## src/rtl/mem_master_pkg.sv

```systemverilog
// rtl/mem_master_pkg.sv - shared widths, state encoding and wrap constant for mem_master
package mem_master_pkg;

    localparam int ADDR_W = 15;
    localparam int DATA_W = 20;
    localparam int LEN_W  = 4;

    localparam logic [ADDR_W-1:0] ADDR_WRAP = 15'h7FFF;

    typedef enum logic [1:0] {
        IDLE  = 2'd0,
        WRITE = 2'd1,
        READ  = 2'd2,
        DRAIN = 2'd3
    } state_t;

endpackage

```

## src/rtl/mem_master_addr_gen.sv

```systemverilog
// rtl/mem_master_addr_gen.sv - address register with wrap plus beat down-counter (MEM_MASTER_BURST_EN)
import mem_master_pkg::*;

module mem_master_addr_gen (
    input  logic              clk,
    input  logic              rst,
    input  logic              load,
    input  logic              inc,
    input  logic [ADDR_W-1:0] load_addr,
    input  logic [LEN_W-1:0]  load_len,
    output logic [ADDR_W-1:0] addr,
    output logic              last
);

    // Address register: loaded on accept, stepped once per read beat, wraps at the top word
    always_ff @(posedge clk or posedge rst) begin
        if (rst) begin
            addr <= '0;
        end else if (load) begin
            addr <= load_addr;
        end else if (inc) begin
            addr <= (addr == ADDR_WRAP) ? '0 : addr + ADDR_W'(1);
        end
    end

`ifdef MEM_MASTER_BURST_EN
    logic [LEN_W-1:0] cnt;

    // Remaining beats after the current one; zero marks the final issue cycle
    always_ff @(posedge clk or posedge rst) begin
        if (rst) begin
            cnt <= '0;
        end else if (load) begin
            cnt <= load_len;
        end else if (inc) begin
            cnt <= cnt - LEN_W'(1);
        end
    end

    assign last = (cnt == '0);
`else
    // Single-beat reads only: every issue cycle is the last one
    logic unused_len;
    assign unused_len = ^load_len;
    assign last       = 1'b1;
`endif

endmodule

```

## src/rtl/mem_master.sv

```systemverilog
// rtl/mem_master.sv - request sequencer for the 32K x 20 word memory; burst reads under MEM_MASTER_BURST_EN
import mem_master_pkg::*;

module mem_master (
    input  logic              clk,
    input  logic              rst,
    input  logic              req_valid,
    output logic              req_ready,
    input  logic              req_we,
    input  logic [ADDR_W-1:0] req_addr,
    input  logic [LEN_W-1:0]  req_len,
    input  logic [DATA_W-1:0] req_wdata,
    output logic              rsp_valid,
    output logic [DATA_W-1:0] rsp_rdata,
    output logic              rsp_last,
    output logic              busy,
    output logic [ADDR_W-1:0] mem_addr,
    output logic [DATA_W-1:0] mem_di,
    output logic              mem_we,
    output logic              mem_re,
    input  logic [DATA_W-1:0] mem_do
);

    state_t state;
    logic   accept;
    logic   last;

    assign accept    = (state == IDLE) && req_valid && req_ready;
    assign rsp_rdata = mem_do;

    mem_master_addr_gen u_addr_gen (
        .clk       (clk),
        .rst       (rst),
        .load      (accept),
        .inc       ((state == READ) && !last),
        .load_addr (req_addr),
        .load_len  (req_len),
        .addr      (mem_addr),
        .last      (last)
    );

    // Sequencer FSM with registered strobes; the response pipeline trails mem_re by one cycle
    always_ff @(posedge clk or posedge rst) begin
        if (rst) begin
            state     <= IDLE;
            req_ready <= 1'b0;
            busy      <= 1'b0;
            mem_we    <= 1'b0;
            mem_re    <= 1'b0;
            mem_di    <= '0;
            rsp_valid <= 1'b0;
            rsp_last  <= 1'b0;
        end else begin
            rsp_valid <= mem_re;
            rsp_last  <= mem_re && last;
            case (state)
                IDLE: begin
                    req_ready <= 1'b1;
                    if (accept) begin
                        req_ready <= 1'b0;
                        busy      <= 1'b1;
                        if (req_we) begin
                            state  <= WRITE;
                            mem_we <= 1'b1;
                            mem_di <= req_wdata;
                        end else begin
                            state  <= READ;
                            mem_re <= 1'b1;
                        end
                    end
                end
                WRITE: begin
                    mem_we    <= 1'b0;
                    req_ready <= 1'b1;
                    busy      <= 1'b0;
                    state     <= IDLE;
                end
                READ: begin
                    if (last) begin
                        mem_re <= 1'b0;
                        state  <= DRAIN;
                    end
                end
                DRAIN: begin
                    req_ready <= 1'b1;
                    busy      <= 1'b0;
                    state     <= IDLE;
                end
                default: state <= IDLE;
            endcase
        end
    end

endmodule
```

## config.mk

```make
export PLATFORM = sky130hd
export DESIGN_NAME = mem_master
export DESIGN_NICKNAME = d
export VERILOG_FILES = /design/src/rtl/mem_master_pkg.sv /design/src/rtl/mem_master_addr_gen.sv /design/src/rtl/mem_master.sv
export SDC_FILE = /design/constraint.sdc
export NUM_CORES = 1
export LEC_CHECK = 0
export BUFFER_PORTS_ARGS = -buffer_cell sky130_fd_sc_hd__buf_2
export CAP_MARGIN = 10
export CORE_MARGIN = 2
export CORE_UTILIZATION = 35
export CTS_BUF_LIST = sky130_fd_sc_hd__clkbuf_8
export DETAILED_ROUTE_END_ITERATION = 8
export GPL_ROUTABILITY_DRIVEN = 0
export PLACE_DENSITY_LB_ADDON = 0.08
export SYNTH_ARGS = -nofsm -noshare
export SYNTH_HDL_FRONTEND = slang
export SYNTH_SLANG_ARGS = --single-unit
```

## constraint.sdc

```tcl
create_clock -name clk -period 1.53 [get_ports clk]
set_input_delay 0.306 -clock clk [delete_from_list [all_inputs] [get_ports clk]]
set_output_delay 0.306 -clock clk [all_outputs]
set_load 0.01 [all_outputs]
```

Yosys cells after proc, flatten, opt, wreduce, memory -nomap -nowiden
Index checks and enable logic that the tools add are counted.
- bits in latches: 0
- bits in writable memories: 0
- flip-flop bits (word level): 42
- memories: 0
- output and inout port bits: 61
- input port bits: 63
- ROM bits: 0
- $mul: 0
- divide/modulo/power cells: 0
- muxes and demuxes: 13
- equality and inequality tests: 6
- bitwise gates (word level): 0
- shift-type cells: 0
- order comparisons: 0
- reduce and logical (&&, ||, !) cells: 11
- add/subtract/negate cells: 0
- operator list (operator ; number):
    3-bit AND reduction ; 3
    1-bit one-hot mux with 2 select lines ; 4
    1-bit 2-to-1 mux ; 6
    2-bit != test, second input constant ; 3
    2-bit one-hot mux with 3 select lines ; 1
    2-bit nonzero test ; 3
    2-bit == test, second input constant ; 2
    2-bit 2-to-1 mux ; 2
    2-bit by 1-bit == test with 1-bit output, second input constant ; 1
    1-bit logical AND ; 2
    2-bit logical NOT ; 1
    2-bit AND reduction ; 1
    2-bit OR reduction ; 1

Depth between registers and ports, before layout
Gate-level depths: netlist (run 1).
- depth after elaboration: 5
- gate-level depth with buffers: 5

Modules after synthesis
From an unflattened synthesis (run 1), not the netlist that was laid out.
- cells, all modules: 203
- area total of the unflattened synthesis: 2287.2 um2
- modules (own cells, without submodules) (module ; cells each ; instances ; area an instance (um2)):
    mem_master ; 91 ; 1 ; 1311.3
    mem_master_addr_gen ; 112 ; 1 ; 975.9

Least setup slack after synthesis (run 1)
No wires, ideal clock.
- path kind: register to register
- start: reg req_ready
- end: reg mem_di[0]
- setup time: 0.125 ns
- path slack: 0.107 ns
- data required time: 1.405 ns
- arrival: 1.298 ns
- stages on the path, launching flop included: 6
- path buffers: 2
- cells stage by stage: dfrtp_1 and4bb_1 buf_6 nand2_4 buf_6 mux2_4
- word-level cells in the longest chain between the ends: 2
- RTL lines (element ; line ; RTL):
    start: declaration ; mem_master.sv:8 ; output logic req_ready,
    start signal: assignment ; mem_master.sv:46 ; req_ready <= 1'b0;
    start signal: assignment ; mem_master.sv:58 ; req_ready <= 1'b1;
    start signal: assignment ; mem_master.sv:60 ; req_ready <= 1'b0;
    1-bit logical AND ; mem_master.sv:28 ; assign accept = (state == IDLE) && req_valid && req_ready;
    3-bit AND reduction (no line) ; n/a ;
    end signal: assignment ; mem_master.sv:65 ; mem_di <= req_wdata;
    end: declaration ; mem_master.sv:18 ; output logic [DATA_W-1:0] mem_di,
Every way passes these cells.
A chain may end at the register's enable or synchronous reset.

Worst setup path in the final report (run 1)
- start: reg state[1]
- end: reg mem_di[0]
- word-level cells in the longest chain between the ends: 4
- RTL lines (element ; line ; RTL):
    start: declaration ; mem_master.sv:24 ; state_t state;
    start signal: assignment ; mem_master.sv:45 ; state <= IDLE;
    start signal: assignment ; mem_master.sv:63 ; state <= WRITE;
    start signal: assignment ; mem_master.sv:67 ; state <= READ;
    2-bit logical NOT (*) ; mem_master.sv:28, mem_master.sv:56 ;
    1-bit logical AND (2 in a row) ; mem_master.sv:28 ;
    3-bit AND reduction (no line) (*) ; n/a ;
Every way passes the cells marked *; elsewhere a longest branch is shown, timed or not.

==> out/results.txt, run 1 <==
met2 global-route usage: 0.201
Final Hold Vio Count: 0
switching part of the total power: 0.321
cts-stage hold buffer count: 0
largest net degree at the start of global routing: 43
most common cell after layout, fill and taps aside: buf_2
reg-to-reg startpoint: state[1]
Clock Latency Late Sink: 0.29 ns
Leak: 1.19 nW
Gate power share: 0.424
GRT overflow: 0
Die H: 76.3 um
Post-route DRC: 0
maximum achievable frequency: 695 MHz
syn nets: 182
htree depth: 2
Psw: 1.50 mW
top cell type by total area after synthesis: dfrtp_1
Worst-Margin Slew: 0.238 ns
Internal: 3.17 mW
Mapped Cells: 119
synthesized area per cell: 15.4 um^2
first-pass GRT wire length: 5.89 mm
fin nets: 246
clock buffer depth: 2
most frequent cells in the layout: buf_2 (79), dfrtp_1 (42), mux2_4 (20)
worst path cell trace: and4bb_4 > nand2_8 > mux2_4
initial antenna violation count: 0
Synth area leaders: dfrtp_1 (57%), mux2_4 (16%), mux2_2 (9.2%), buf_4 (9.0%), buf_6 (1.8%)
Setup Skew: 0.00928 ns
Crit. End Element: register
CP max-delay cell: dfrtp_1
# setup viols final: 0
Cell Area, Synth: 1830 um^2
ANT cells: 0
CTS tree: done
Buf/Inv on CP: 0
Worst EP arrival: 1.61 ns
DRT iter0 DRCs: 25
post-synth top area share: 0.575
DR WL/cell: 13.8 um
Clock Power Share: 0.155
R2R Setup Slk: 0.09 ns
global-route met1 utilization: 0.153
CP max FO: 20
cts bufs inserted: 5
DP Wirelength: 2.53 mm
distinct cell type count after synthesis: 18
Final Critical Period: 1.44 ns
CP required: 1.70 ns
Max-slew headroom: 0.841
overall power: 4.66 mW
row cnt: 26
GR Util All Layers: 0.127
crit path launch type: register
worst setup path end: mem_di[0]
vias after detailed routing: 1110
RSZ-0062 raised after global routing: no
drt pass-1 iters: 2
# port buffers: 79
Boundary Pins: 124
worst vdd ir: 0.615 mV
Tcrit/Tclk final: 0.941
Max Cap Viol: 0
Worst R2R End: mem_di[0]
Root Buffer: clkbuf_8
number of register bits inferred by synthesis: 42
crit path launch: state[1]
status: finished clean
Worst R2R Path Depth: 3
Final Max Tran Viols: 0
GR Util met3: 0.0592
global routing's busiest layer: met2
Fin Setup TNS: 0 ns
Hold Path Class: primary input to asynchronous set/reset pin
Area Overhead vs Synth: 23.8%
slowest stage delay, CP: 0.41 ns
Antenna Violating Nets Remaining: 0
Worst-path clk slew: 0.08 ns
clock sink count: 42
sequential power share: 0.421
share of cells above drive strength 1: 0.685
Starting Density: 0.360
pwr/cell area: 2060 nW/um^2
Routed WL: 3.51 mm
CP top delay family: simple AND/OR/NAND/NOR gates
die area: 5820 um^2
postcts setup bufs: 0
worst setup path class: register to register
vias in the first global route: 1224
Die Wd: 76.3 um
vias per cell: 4.37
Warnings, synthesis: 0
core outline area: 5070 um^2
sequential fraction of the synthesis area: 0.575
Critical Path Stages: 3
-- state kept, by name (all words and copies together), names as in the netlist --
register	cells
rsp_last	1
mem_we	1
u_addr_gen.addr	15
state	2
mem_di	20
req_ready	1
busy	1
mem_re	1
-- worst min-delay path by stage --
| stage | startpoint | end | cells past startpoint |
|---|---|---|---|
| 2_1_floorplan | mem_re | rsp_last | 0 |
| 3_3_place_gp | rst | mem_di[16] | 3 |
| 3_5_place_dp | rst | mem_di[16] | 3 |
| 4_1_cts | rst | mem_di[4] | 3 |
| 5_1_grt | rst | mem_di[4] | 3 |
| 6_report | rst | mem_di[10] | 3 |
-- cell usage after synthesis, drive strengths merged --
cell / count
nand2: 3
dfrtp: 42
and4bb: 1
buf: 25
a21oi: 2
a21o: 1
inv: 3
o21a: 1
nor3: 1
mux2: 35
mux2i: 1
nor2: 1
a2bb2oi: 1
nand3: 1
a41oi: 1
-- power groups by stage --
stage          Sequential (mW)  Combinational (mW)  Clock, mW
2_1_floorplan             2.23                1.04          0
3_3_place_gp              1.95                1.97          0
3_5_place_dp              1.98                1.99          0
4_1_cts                   1.97                2.00      0.748
5_1_grt                   2.05                2.14      0.803
6_report                  1.97                1.98      0.722
-- per-layer routing --
metal | wire length [um] | part of all wire
met1 | 1480 | 0.42
met2 | 1610 | 0.46
met3 | 361 | 0.10
met4 | 59 | 0.017
met5 | 0 | 0
-- through the flow --
| stage | area [um^2] | instances | worst slack [ns] | hold WS [ns] | utilization |
|---|---|---|---|---|---|
| CTS | 2260 | 254 | 0.0449 | 0.0300 | 0.445 |
| detailed placement | 2160 | 246 | -0.0373 | 0.352 | 0.426 |
| global route | 2260 | 254 | 0.0375 | 0.0390 | 0.446 |
| floorplan | 1830 | 119 | 0.107 | 0.435 | - |
| finish | 2260 | 254 | 0.0908 | 0.0259 | 0.446 |
| global placement | 2160 | 246 | -0.0211 | 0.353 | 0.426 |
-- worst reg2reg max path, stage by stage (launching register included) --
cell      delay (ns)
dfrtp_1         0.41
and4bb_4        0.39
nand2_8         0.17
mux2_4          0.35
-- cell type report --
class | instances | area (um^2)
Sequential cell | 42 | 1050
Inverter | 3 | 11.3
Clock buffer | 6 | 82.6
Clock inverter | 2 | 8.76
Multi-Input combinational cell | 49 | 579
Timing Repair Buffer | 82 | 443
Fill cell | 486 | 2810
Tap cell | 70 | 87.6
-- kinds of logic (layout without fill, tap and decap cells) --
group	count (synthesis)	count (layout)	synth area share
AOI/OAI and AO/OA	6	6	0.0233
buffers and inverters	28	93	0.115
DFF	42	42	0.575
muxes	36	36	0.262
and+or+nand+nor	7	7	0.0246
-- timing repair --
item,in CTS,in global routing
pin swaps,0,0
endpoints found under the setup margin,20,7
gates resized for setup,2,1
Note: power is estimated with default switching activity, not from simulation.
==> inputs of run 2 (changes only) <==
--- a/config.mk
+++ b/config.mk
@@ -12,6 +12,7 @@
 export CTS_BUF_LIST = sky130_fd_sc_hd__clkbuf_8
 export DETAILED_ROUTE_END_ITERATION = 8
 export GPL_ROUTABILITY_DRIVEN = 0
+export MAX_ROUTING_LAYER = met4
 export PLACE_DENSITY_LB_ADDON = 0.08
 export SYNTH_ARGS = -nofsm -noshare
 export SYNTH_HDL_FRONTEND = slang
==> out/results.txt, run 2 (synthesized netlist as in run 1, its figures left out) <==
status: finished clean
vias after detailed routing: 1110 (unchanged)
Crit. End Element: register
switching part of the total power: 0.321 (about the same)
crit path launch type: register
largest net degree at the start of global routing: 43 (unchanged)
Gate power share: 0.424 (about the same)
DP Wirelength: 2.53 mm (unchanged)
Worst-Margin Slew: 0.238 ns (unchanged)
GRT overflow: 0 (unchanged)
Final Max Tran Viols: 0 (unchanged)
Largest register FFs: 20 (unchanged)
Worst EP arrival: 1.61 ns (about the same)
row cnt: 26 (unchanged)
CTS tree: done
Final Hold Vio Count: 0 (unchanged)
Largest Register: mem_di
most frequent cells in the layout: buf_2 (79), dfrtp_1 (42), mux2_4 (20)
Setup Skew: 0.00928 ns (unchanged)
CP max FO: 20 (unchanged)
Clock Power Share: 0.155 (about the same)
sequential power share: 0.421 (about the same)
die area: 5820 um^2 (unchanged)
most common cell after layout, fill and taps aside: buf_2
Tcrit/Tclk final: 0.941 (unchanged)
Die H: 76.3 um (unchanged)
Internal: 3.17 mW (about the same)
worst setup path class: register to register
Antenna Violating Nets Remaining: 0 (unchanged)
Max Cap Viol: 0 (unchanged)
Finished Core Util: 0.446 (unchanged)
vias in the first global route: 1224 (unchanged)
Hold Path Class: primary input to asynchronous set/reset pin
clock buffer depth: 2 (unchanged)
ANT cells: 0 (unchanged)
GR Util All Layers: 0.131 (+0.00367)
Clock Latency Late Sink: 0.29 ns (about the same)
Top Registers: mem_di: 20 flops, u_addr_gen.addr: 15 flops, state: 2 flops
cts bufs inserted: 5 (unchanged)
Boundary Pins: 124 (unchanged)
# port buffers: 79 (unchanged)
share of cells above drive strength 1: 0.685 (unchanged)
Psw: 1.50 mW (about the same)
Worst-path clk slew: 0.08 ns (about the same)
vias per cell: 4.37 (unchanged)
Die Wd: 76.3 um (unchanged)
R2R Setup Slk: 0.09 ns (about the same)
pwr/cell area: 2060 nW/um^2 (about the same)
CP required: 1.70 ns (about the same)
# setup viols final: 0 (unchanged)
worst vdd ir: 0.616 mV (about the same)
Root Buffer: clkbuf_8
drt pass-1 iters: 2 (unchanged)
Non-Filler Instances: 254 (unchanged)
Routed WL: 3.51 mm (unchanged)
Starting Density: 0.360 (unchanged)
DR WL/cell: 13.8 um (unchanged)
core outline area: 5070 um^2 (unchanged)
Final Critical Period: 1.44 ns (unchanged)
first-pass GRT wire length: 5.89 mm (unchanged)
Leak: 1.19 nW (unchanged)
Area Overhead vs Synth: 23.8% (unchanged)
maximum achievable frequency: 695 MHz (unchanged)
fin nets: 246 (unchanged)
htree depth: 2 (unchanged)
initial antenna violation count: 0 (unchanged)
placed insts: 246 (unchanged)
RSZ-0062 raised after global routing: no
clock sink count: 42 (unchanged)
DRT iter0 DRCs: 26 (+4.0%)
Post-route DRC: 0 (unchanged)
Max-slew headroom: 0.841 (unchanged)
==> run 2: cell counts in the layout (fill, tap and decap cells not counted) <==
No cell type changed its count.
==> run 2: layout make-up <==
| type | instances | area, um^2 |
|---|---|---|
| multi-input combinational | 49 | 579 |
| fill | 486 | 2810 |
| sequential | 42 | 1050 |
| clock inverter | 2 | 8.76 |
| clock buffer | 6 | 82.6 |
| inverter | 3 | 11.3 |
| tap | 70 | 87.6 |
| timing repair buffer | 82 | 443 |
==> run 2: power groups by stage <==
stage          Clock (mW)  Sequential [mW]  Combinational [mW]
2_1_floorplan           0             2.23                1.04
3_3_place_gp            0             1.95                1.97
3_5_place_dp            0             1.98                1.99
4_1_cts             0.748             1.97                2.00
5_1_grt             0.803             2.05                2.14
6_report            0.722             1.97                1.98
==> run 2: per-stage QoR <==
stage | worst slack (ns) | power, mW | TNS [ns] | cell area (um^2) | hold WS (ns)
2_1_floorplan | 0.107 | 3.27 | 0 | 1830 | 0.435
4_1_cts | 0.0449 | 4.72 | 0 | 2260 | 0.0300
5_1_grt | 0.0375 | 5.00 | 0 | 2260 | 0.0390
6_report | 0.0908 | 4.66 | 0 | 2260 | 0.0259
3_3_place_gp | -0.0211 | 3.92 | -0.375 | 2160 | 0.353
3_5_place_dp | -0.0373 | 3.97 | -0.623 | 2160 | 0.352
==> run 2: repair_timing <==
| item | 4_1_cts | 5_1_grt |
|---|---|---|
| hold buffers | 0 | 0 |
| resized for setup | 2 | 1 |
| endpoints found under the setup margin | 20 | 7 |
| setup buffers | 0 | 0 |
==> run 2: layer usage <==
layer / wire [um] / track usage / vias up
met5: 0 / - / -
met4: 59 / 0.0473 / 0
met3: 332 / 0.0545 / 10
met2: 1610 / 0.201 / 64
met1: 1510 / 0.156 / 525
li1: - / - / 511
==> run 2: worst paths after layout <==
check / startpoint / end / cells past startpoint
max in group asynchronous: rst / mem_di[18] / 3
setup / recovery: state[1] / mem_di[0] / 3
min in group clk: req_wdata[3] / mem_di[3] / 2
hold / removal: rst / mem_di[10] / 3
hold reg to reg: mem_re / rsp_last / 0
setup reg to reg: state[1] / mem_di[0] / 3
==> run 2: worst max-delay path: stages, from the launching register on <==
cell and delay (ns):
dfrtp_1 0.41, and4bb_4 0.38, nand2_8 0.17, mux2_4 0.34
